--- src/rtl/fsm_run_pkg.sv ---
// fsm_run_pkg: shared types for the FSM run sequencer.
// Latency: n/a (types only).
// Backpressure: n/a.
//   state_t  - sequencer phase (IDLE, RESET, RUN, DONE)
//   result_t - per-cycle run verdict (NONE, HIT, TIMEOUT)
package fsm_run_pkg;

  typedef enum logic [1:0] {
    IDLE  = 2'd0,
    RESET = 2'd1,
    RUN   = 2'd2,
    DONE  = 2'd3
  } state_t;

  typedef enum logic [1:0] {
    NONE    = 2'd0,
    HIT     = 2'd1,
    TIMEOUT = 2'd2
  } result_t;

endpackage

--- src/rtl/seq_cycle_counter.sv ---
// seq_cycle_counter: saturating W-bit counter with clear, enable and terminal compare.
// Latency: count updates one clock after en/clr; at_term is combinational.
// Backpressure: none; counts every enabled cycle and sticks at all-ones.
//   clk, rst - clock, async active-high reset
//   clr      - synchronous clear (wins over en)
//   en       - count enable
//   term     - terminal value
//   count    - registered count
//   at_term  - the value count takes on this edge (if not cleared) equals term
module seq_cycle_counter #(
  parameter int W = 8
) (
  input  logic         clk,
  input  logic         rst,
  input  logic         clr,
  input  logic         en,
  input  logic [W-1:0] term,
  output logic [W-1:0] count,
  output logic         at_term
);

  localparam logic [W-1:0] ONE = W'(1);

  logic [W-1:0] nxt;

  always_comb begin
    nxt = count;
    if (en && (count != '1)) begin
      nxt = count + ONE;
    end
  end

  // Compare against the post-increment value so the caller can act on the
  // same edge the terminal count is reached.
  assign at_term = (nxt == term);

  always_ff @(posedge clk or posedge rst) begin
    if (rst) begin
      count <= '0;
    end else if (clr) begin
      count <= '0;
    end else begin
      count <= nxt;
    end
  end

endmodule

--- src/rtl/fsm_run_sequencer.sv ---
// fsm_run_sequencer: holds a DUT FSM in reset, releases it and steps it for a bounded run,
// scoring target reachability, the reset invariant and the set of visited states.
// Latency: start to first dut_en is RST_CYCLES+1 clocks; start is ignored while busy or in DONE.
//   clk, rst         - clock, async active-high reset
//   start            - begin a run (only honoured in IDLE)
//   target_state     - state to reach; max_cycles - RUN budget (both latched at start)
//   dut_state        - observed DUT state
//   dut_rst, dut_en  - DUT reset and step enable
//   busy, done       - run in progress / one-cycle end-of-run pulse
//   hit, timeout     - run verdict, held until next start
//   reset_violation  - DUT left RESET_STATE while held in reset
//   visited          - bitmap of states seen during RUN
//   cycles_used      - RUN cycles consumed
module fsm_run_sequencer
  import fsm_run_pkg::*;
#(
  parameter int SW          = 2,
  parameter int CW          = 8,
  parameter int RST_CYCLES  = 1,
  parameter int RESET_STATE = 0
) (
  input  logic              clk,
  input  logic              rst,
  input  logic              start,
  input  logic [SW-1:0]     target_state,
  input  logic [CW-1:0]     max_cycles,
  input  logic [SW-1:0]     dut_state,
  output logic              dut_rst,
  output logic              dut_en,
  output logic              busy,
  output logic              done,
  output logic              hit,
  output logic              timeout,
  output logic              reset_violation,
  output logic [2**SW-1:0]  visited,
  output logic [CW-1:0]     cycles_used
);

  localparam logic [SW-1:0] RST_ST  = SW'(RESET_STATE);
  localparam logic [3:0]    RST_LEN = 4'(RST_CYCLES);

  state_t        state;
  logic [SW-1:0] tgt;
  logic [CW-1:0] max_lat;
  result_t       res;

  logic          launch;
  logic          rc_term;
  logic [3:0]    rc_count;
  logic          cc_term;

  assign launch = (state == IDLE) && start;

  // Reset-hold length counter; only its terminal flag is consumed.
  seq_cycle_counter #(.W(4)) u_rst_cnt (
    .clk     (clk),
    .rst     (rst),
    .clr     (launch),
    .en      (state == RESET),
    .term    (RST_LEN),
    .count   (rc_count),
    .at_term (rc_term)
  );

  logic unused_rst_cnt;
  assign unused_rst_cnt = ^rc_count;

  // RUN budget counter; its register is the cycles_used output, so it
  // freezes naturally once the FSM leaves RUN.
  seq_cycle_counter #(.W(CW)) u_cyc_cnt (
    .clk     (clk),
    .rst     (rst),
    .clr     (launch),
    .en      (state == RUN),
    .term    (max_lat),
    .count   (cycles_used),
    .at_term (cc_term)
  );

  // Verdict for the current RUN cycle. A hit takes precedence over the last
  // budget cycle. A zero budget never matches the post-increment count, so
  // it is terminated explicitly after one cycle.
  always_comb begin
    res = NONE;
    if (dut_state == tgt) begin
      res = HIT;
    end else if (cc_term || (max_lat == '0)) begin
      res = TIMEOUT;
    end
  end

  always_ff @(posedge clk or posedge rst) begin
    if (rst) begin
      state           <= IDLE;
      dut_rst         <= 1'b1;
      dut_en          <= 1'b0;
      busy            <= 1'b0;
      done            <= 1'b0;
      hit             <= 1'b0;
      timeout         <= 1'b0;
      reset_violation <= 1'b0;
      visited         <= '0;
      tgt             <= '0;
      max_lat         <= '0;
    end else begin
      case (state)
        IDLE: begin
          dut_rst <= 1'b1;
          dut_en  <= 1'b0;
          busy    <= 1'b0;
          done    <= 1'b0;
          if (start) begin
            tgt             <= target_state;
            max_lat         <= max_cycles;
            hit             <= 1'b0;
            timeout         <= 1'b0;
            reset_violation <= 1'b0;
            visited         <= '0;
            busy            <= 1'b1;
            state           <= RESET;
          end
        end
        RESET: begin
          if (dut_state != RST_ST) begin
            reset_violation <= 1'b1;
          end
          if (rc_term) begin
            dut_rst <= 1'b0;
            dut_en  <= 1'b1;
            state   <= RUN;
          end
        end
        RUN: begin
          visited[dut_state] <= 1'b1;
          if (res != NONE) begin
            hit     <= (res == HIT);
            timeout <= (res == TIMEOUT);
            done    <= 1'b1;
            dut_en  <= 1'b0;
            dut_rst <= 1'b1;
            state   <= DONE;
          end
        end
        DONE: begin
          done  <= 1'b0;
          busy  <= 1'b0;
          state <= IDLE;
        end
        default: begin
          state <= IDLE;
        end
      endcase
    end
  end

endmodule

--- config.mk ---
export PLATFORM = sky130hd
export DESIGN_NAME = fsm_run_sequencer
export DESIGN_NICKNAME = d
export VERILOG_FILES = /design/src/rtl/fsm_run_pkg.sv /design/src/rtl/seq_cycle_counter.sv /design/src/rtl/fsm_run_sequencer.sv
export SDC_FILE = /design/constraint.sdc
export NUM_CORES = 1
export LEC_CHECK = 0
export CAP_MARGIN = 20
export CORE_ASPECT_RATIO = 0.5
export CORE_MARGIN = 2
export CORE_UTILIZATION = 49
export CTS_BUF_LIST = sky130_fd_sc_hd__clkbuf_4
export DETAILED_ROUTE_END_ITERATION = 8
export PLACE_DENSITY = 0.78
export SYNTH_ARGS = -nofsm -noshare
export SYNTH_HDL_FRONTEND = slang
export SYNTH_SLANG_ARGS = --single-unit
--- constraint.sdc ---
create_clock -name clk -period 2.6 [get_ports clk]
set_input_delay 0.52 -clock clk [delete_from_list [all_inputs] [get_ports clk]]
set_output_delay 0.52 -clock clk [all_outputs]
set_load 0.01 [all_outputs]
==> results.ini, run 1 <==
[critical_path]
cpPeakStageDelay_ns = 0.49
critPathLaunchType = flop
r2r_start = state[1]
worstSetupPathType = reg -> reg
crit_arrival_ns = 2.79
cp-end-kind = flop
path_delay_family = simple AND/OR/NAND/NOR gates
crit_required_ns = 2.85
crit_chain = ha_4 -> and2_4 -> or4b_4 -> a2111oi_4 -> nand4b_4 -> a31oi_4 -> mux2_4
critPathMaxFanout = 4
critPathBufInv = 0
slowest_stage = or4b_4
startpoint = state[1]

[run_status]
outcome = completed

[logic_synthesis]
syn_area_um2 = 1970
yosys.area_share.simple_pct = 21.7
synth_cell_types = 47
synth_compound_area_share_pct = 18.0
synth_top_cell_by_area = dfrtp_1
synth_fa_ha_area_share_pct = 3.81
synth_fp_nets = 238
syn_area_per_cell_um2 = 9.08
ys_seq_elements = 35
yosys_warnings = 0
synth_area_leaders = dfrtp_1 (43%), nand2_1 (8.0%), ha_1 (3.8%), a21oi_1 (3.3%), xor2_1 (3.1%)
synth_ff_type = dfrtp_1
synth_edf_count = 0
postSynth.asyncResetShare_pct = 100
muxShareOfSynthArea_pct = 1.59
ys_seq_area_share_pct = 44.5
syn_inst = 217
synth_top_area_share_pct = 43.2
synth_top_family_by_area = simple AND/OR/NAND/NOR gates
synth_xor_area_share_pct = 5.34

[global_routing]
grt.met2_usage_pct = 37.5
top_usage_layer = met2
use_met3_pct = 6.80
grt_pass1_wl_mm = 8.58
grt_pass1_vias = 1778
grt_max_degree = 18
grt_use_total_pct = 24.7
gr-total-overflow = 0
grt_use_met1_pct = 33.8
antenna_found_initial = 0

[finish]
final_cell_mix = nand2_1 (42), dfrtp_1 (33), clkdlybuf4s50_1 (33), buf_4 (29)
antenna_cells = 0
drive_above_1_share_pct = 19.4
final_nets = 298
area_growth_pct = 36.6
fin_cells = 332
layout.cells.most_common = nand2_1

[worst_hold_path]
hp-class = reg -> reg
hp-start = dut_rst

[drt]
drc_errors = 0
vias = 1820
via_per_inst = 5.48
ant_nets = 0
drt-total-wl_mm = 5.22
first_iter_violations = 118
wl_per_cell_um = 15.7
drt_first_pass_iters = 4

[floorplanning]
rows = 16
coreArea_um2 = 3880
io_pins = 34
start_util_pct = 50.7
die_x_um = 93.7
fp.dieH_um = 48.8
die_area_um2 = 4570

[sta]
finalCriticalPeriod_ns = 2.54
finalSetupViolCount = 0
worst_slew_pin_slew_ns = 0.661
final_max_slew_viol_count = 0
max_freq_mhz = 393
period_share_pct = 97.8
slew_headroom_pct = 55.9
finClkSkew_ns = 0.0105
finalHoldViolations = 0
rsz0062_at_grt = yes

[pwr]
total_power_mw = 2.89
p_leak_nw = 1.20
powerDensity_nw_per_um2 = 1080
ir_drop_mv = 0.549

[clocking]
clockRootBuffer = clkbuf_4
cts_tree = yes
clock_latency_ns = 0.36
clkTransAtPathRegs_ns = 0.10
clock-sinks = 35
htree_levels = 2
cts-buffers-inserted = 5
clock_path_buffers = 2

[placement]
post-dp-hpwl_mm = 3.78
port_buffers = 33
dp_cells = 322
gp_congestion = 0.918

[run]
maxCapViolations = 0

==> flip-flops by register name (all words and copies together) (netlist names) <==
signal / count
max_lat: 8
u_cyc_cnt.count: 8
u_rst_cnt.count: 4
visited: 4
state: 2
tgt: 2
busy: 1
done: 1
dut_en: 1
dut_rst: 1
hit: 1
reset_violation: 1
timeout: 1
==> cell usage after synthesis, types with 2 or more instances <==
cell type	count
xnor2_1	5
xor2_1	7
nor3_1	4
o21ai_0	3
clkbuf_1	6
o31ai_1	3
a21oi_1	13
and4_1	3
nand3_1	8
nand2_1	42
and2_1	4
ha_1	6
and3_1	2
nor4_1	3
nor2_1	13
a22oi_1	2
inv_1	13
buf_6	2
o21ai_1	2
a31oi_1	8
a211oi_1	5
dfrtp_1	34
nand4_1	4
mux2i_1	2
==> what timing repair did <==
item | 4_1_cts | 5_1_grt
hold buffers | 0 | 0
endpoints found under the setup margin | 2 | 6
pin swaps | 2 | 4
resized for setup | 4 | 10
buffers inserted | 0 | 2
==> per-stage QoR <==
| stage | hold slack (ns) | setup TNS, ns | instance area [µm²] | setup slack [ns] | util (%) |
|---|---|---|---|---|---|
| final | 0.509 | 0 | 2690 | 0.0583 | 69.3 |
| after global routing | 0.524 | -0.00944 | 2690 | -0.00944 | 69.3 |
| after CTS | 0.518 | 0 | 2620 | 0.000545 | 67.6 |
| after detailed placement | 0.489 | -0.0919 | 2530 | -0.0800 | 65.3 |
| after global placement | 0.476 | 0 | 2530 | 0.0160 | 65.3 |
| after floorplan | 0.465 | -0.0354 | 1980 | -0.0354 | - |
==> worst min-delay path, stage by stage (launching register included) <==
cell and delay [ns]:
dfstp_2 0.39, inv_1 0.05, a22oi_1 0.07
==> cells by family (layout without fill, tap and decap cells) <==
family	after synthesis	count (layout)
XOR/XNOR	12	12
AO/OA/AOI/OAI	51	51
adder cells (fa/ha/maj)	6	6
multiplexers	3	3
buffers and inverters	22	83
flip-flops	35	35
AND/OR/NAND/NOR	88	88
==> final cells by class <==
type	count	area, µm²
inverter	13	48.8
multi-input combinational	160	1090
clock buffer	6	45.0
fill	311	1190
sequential	35	878
clock inverter	2	7.51
timing repair buffer	62	548
tap	54	67.6
==> path summary, 6_finish.rpt <==
path	cells past startpoint	to	slack (ns)
setup / recovery	7	state[1]	0.06
min in group asynchronous	2	max_lat[5]	0.55
hold / removal	2	dut_rst	0.51
max in group asynchronous	3	dut_rst	1.33
hold reg to reg	2	dut_rst	0.51
setup reg to reg	7	state[1]	0.06
==> power breakdown <==
| group | switching (mW) | total (mW) | internal [mW] | leakage, nW |
|---|---|---|---|---|
| logic | 0.834 | 1.65 | 0.812 | 0.719 |
| clock network | 0.195 | 0.306 | 0.111 | 0.0307 |
| registers | 0.189 | 0.941 | 0.751 | 0.451 |
==> routing by layer <==
metal,routed length (µm),up-vias,share of wire [%]
met2,2380,62,46
met5,0,-,0
met4,103,0,2.0
met1,2430,855,47
met3,308,8,5.9
li1,-,895,-
No activity file was read; power rests on OpenSTA's default activity.
==> run 2: changes to the inputs <==
--- a/config.mk
+++ b/config.mk
@@ -10,6 +10,7 @@
 export CORE_MARGIN = 2
 export CORE_UTILIZATION = 49
 export CTS_BUF_LIST = sky130_fd_sc_hd__clkbuf_4
+export CTS_CLUSTER_DIAMETER = 40
 export DETAILED_ROUTE_END_ITERATION = 8
 export PLACE_DENSITY = 0.78
 export SYNTH_ARGS = -nofsm -noshare
==> results of run 2 <==
Same layout as run 1: the final DEF is identical, and so are final timing and power.
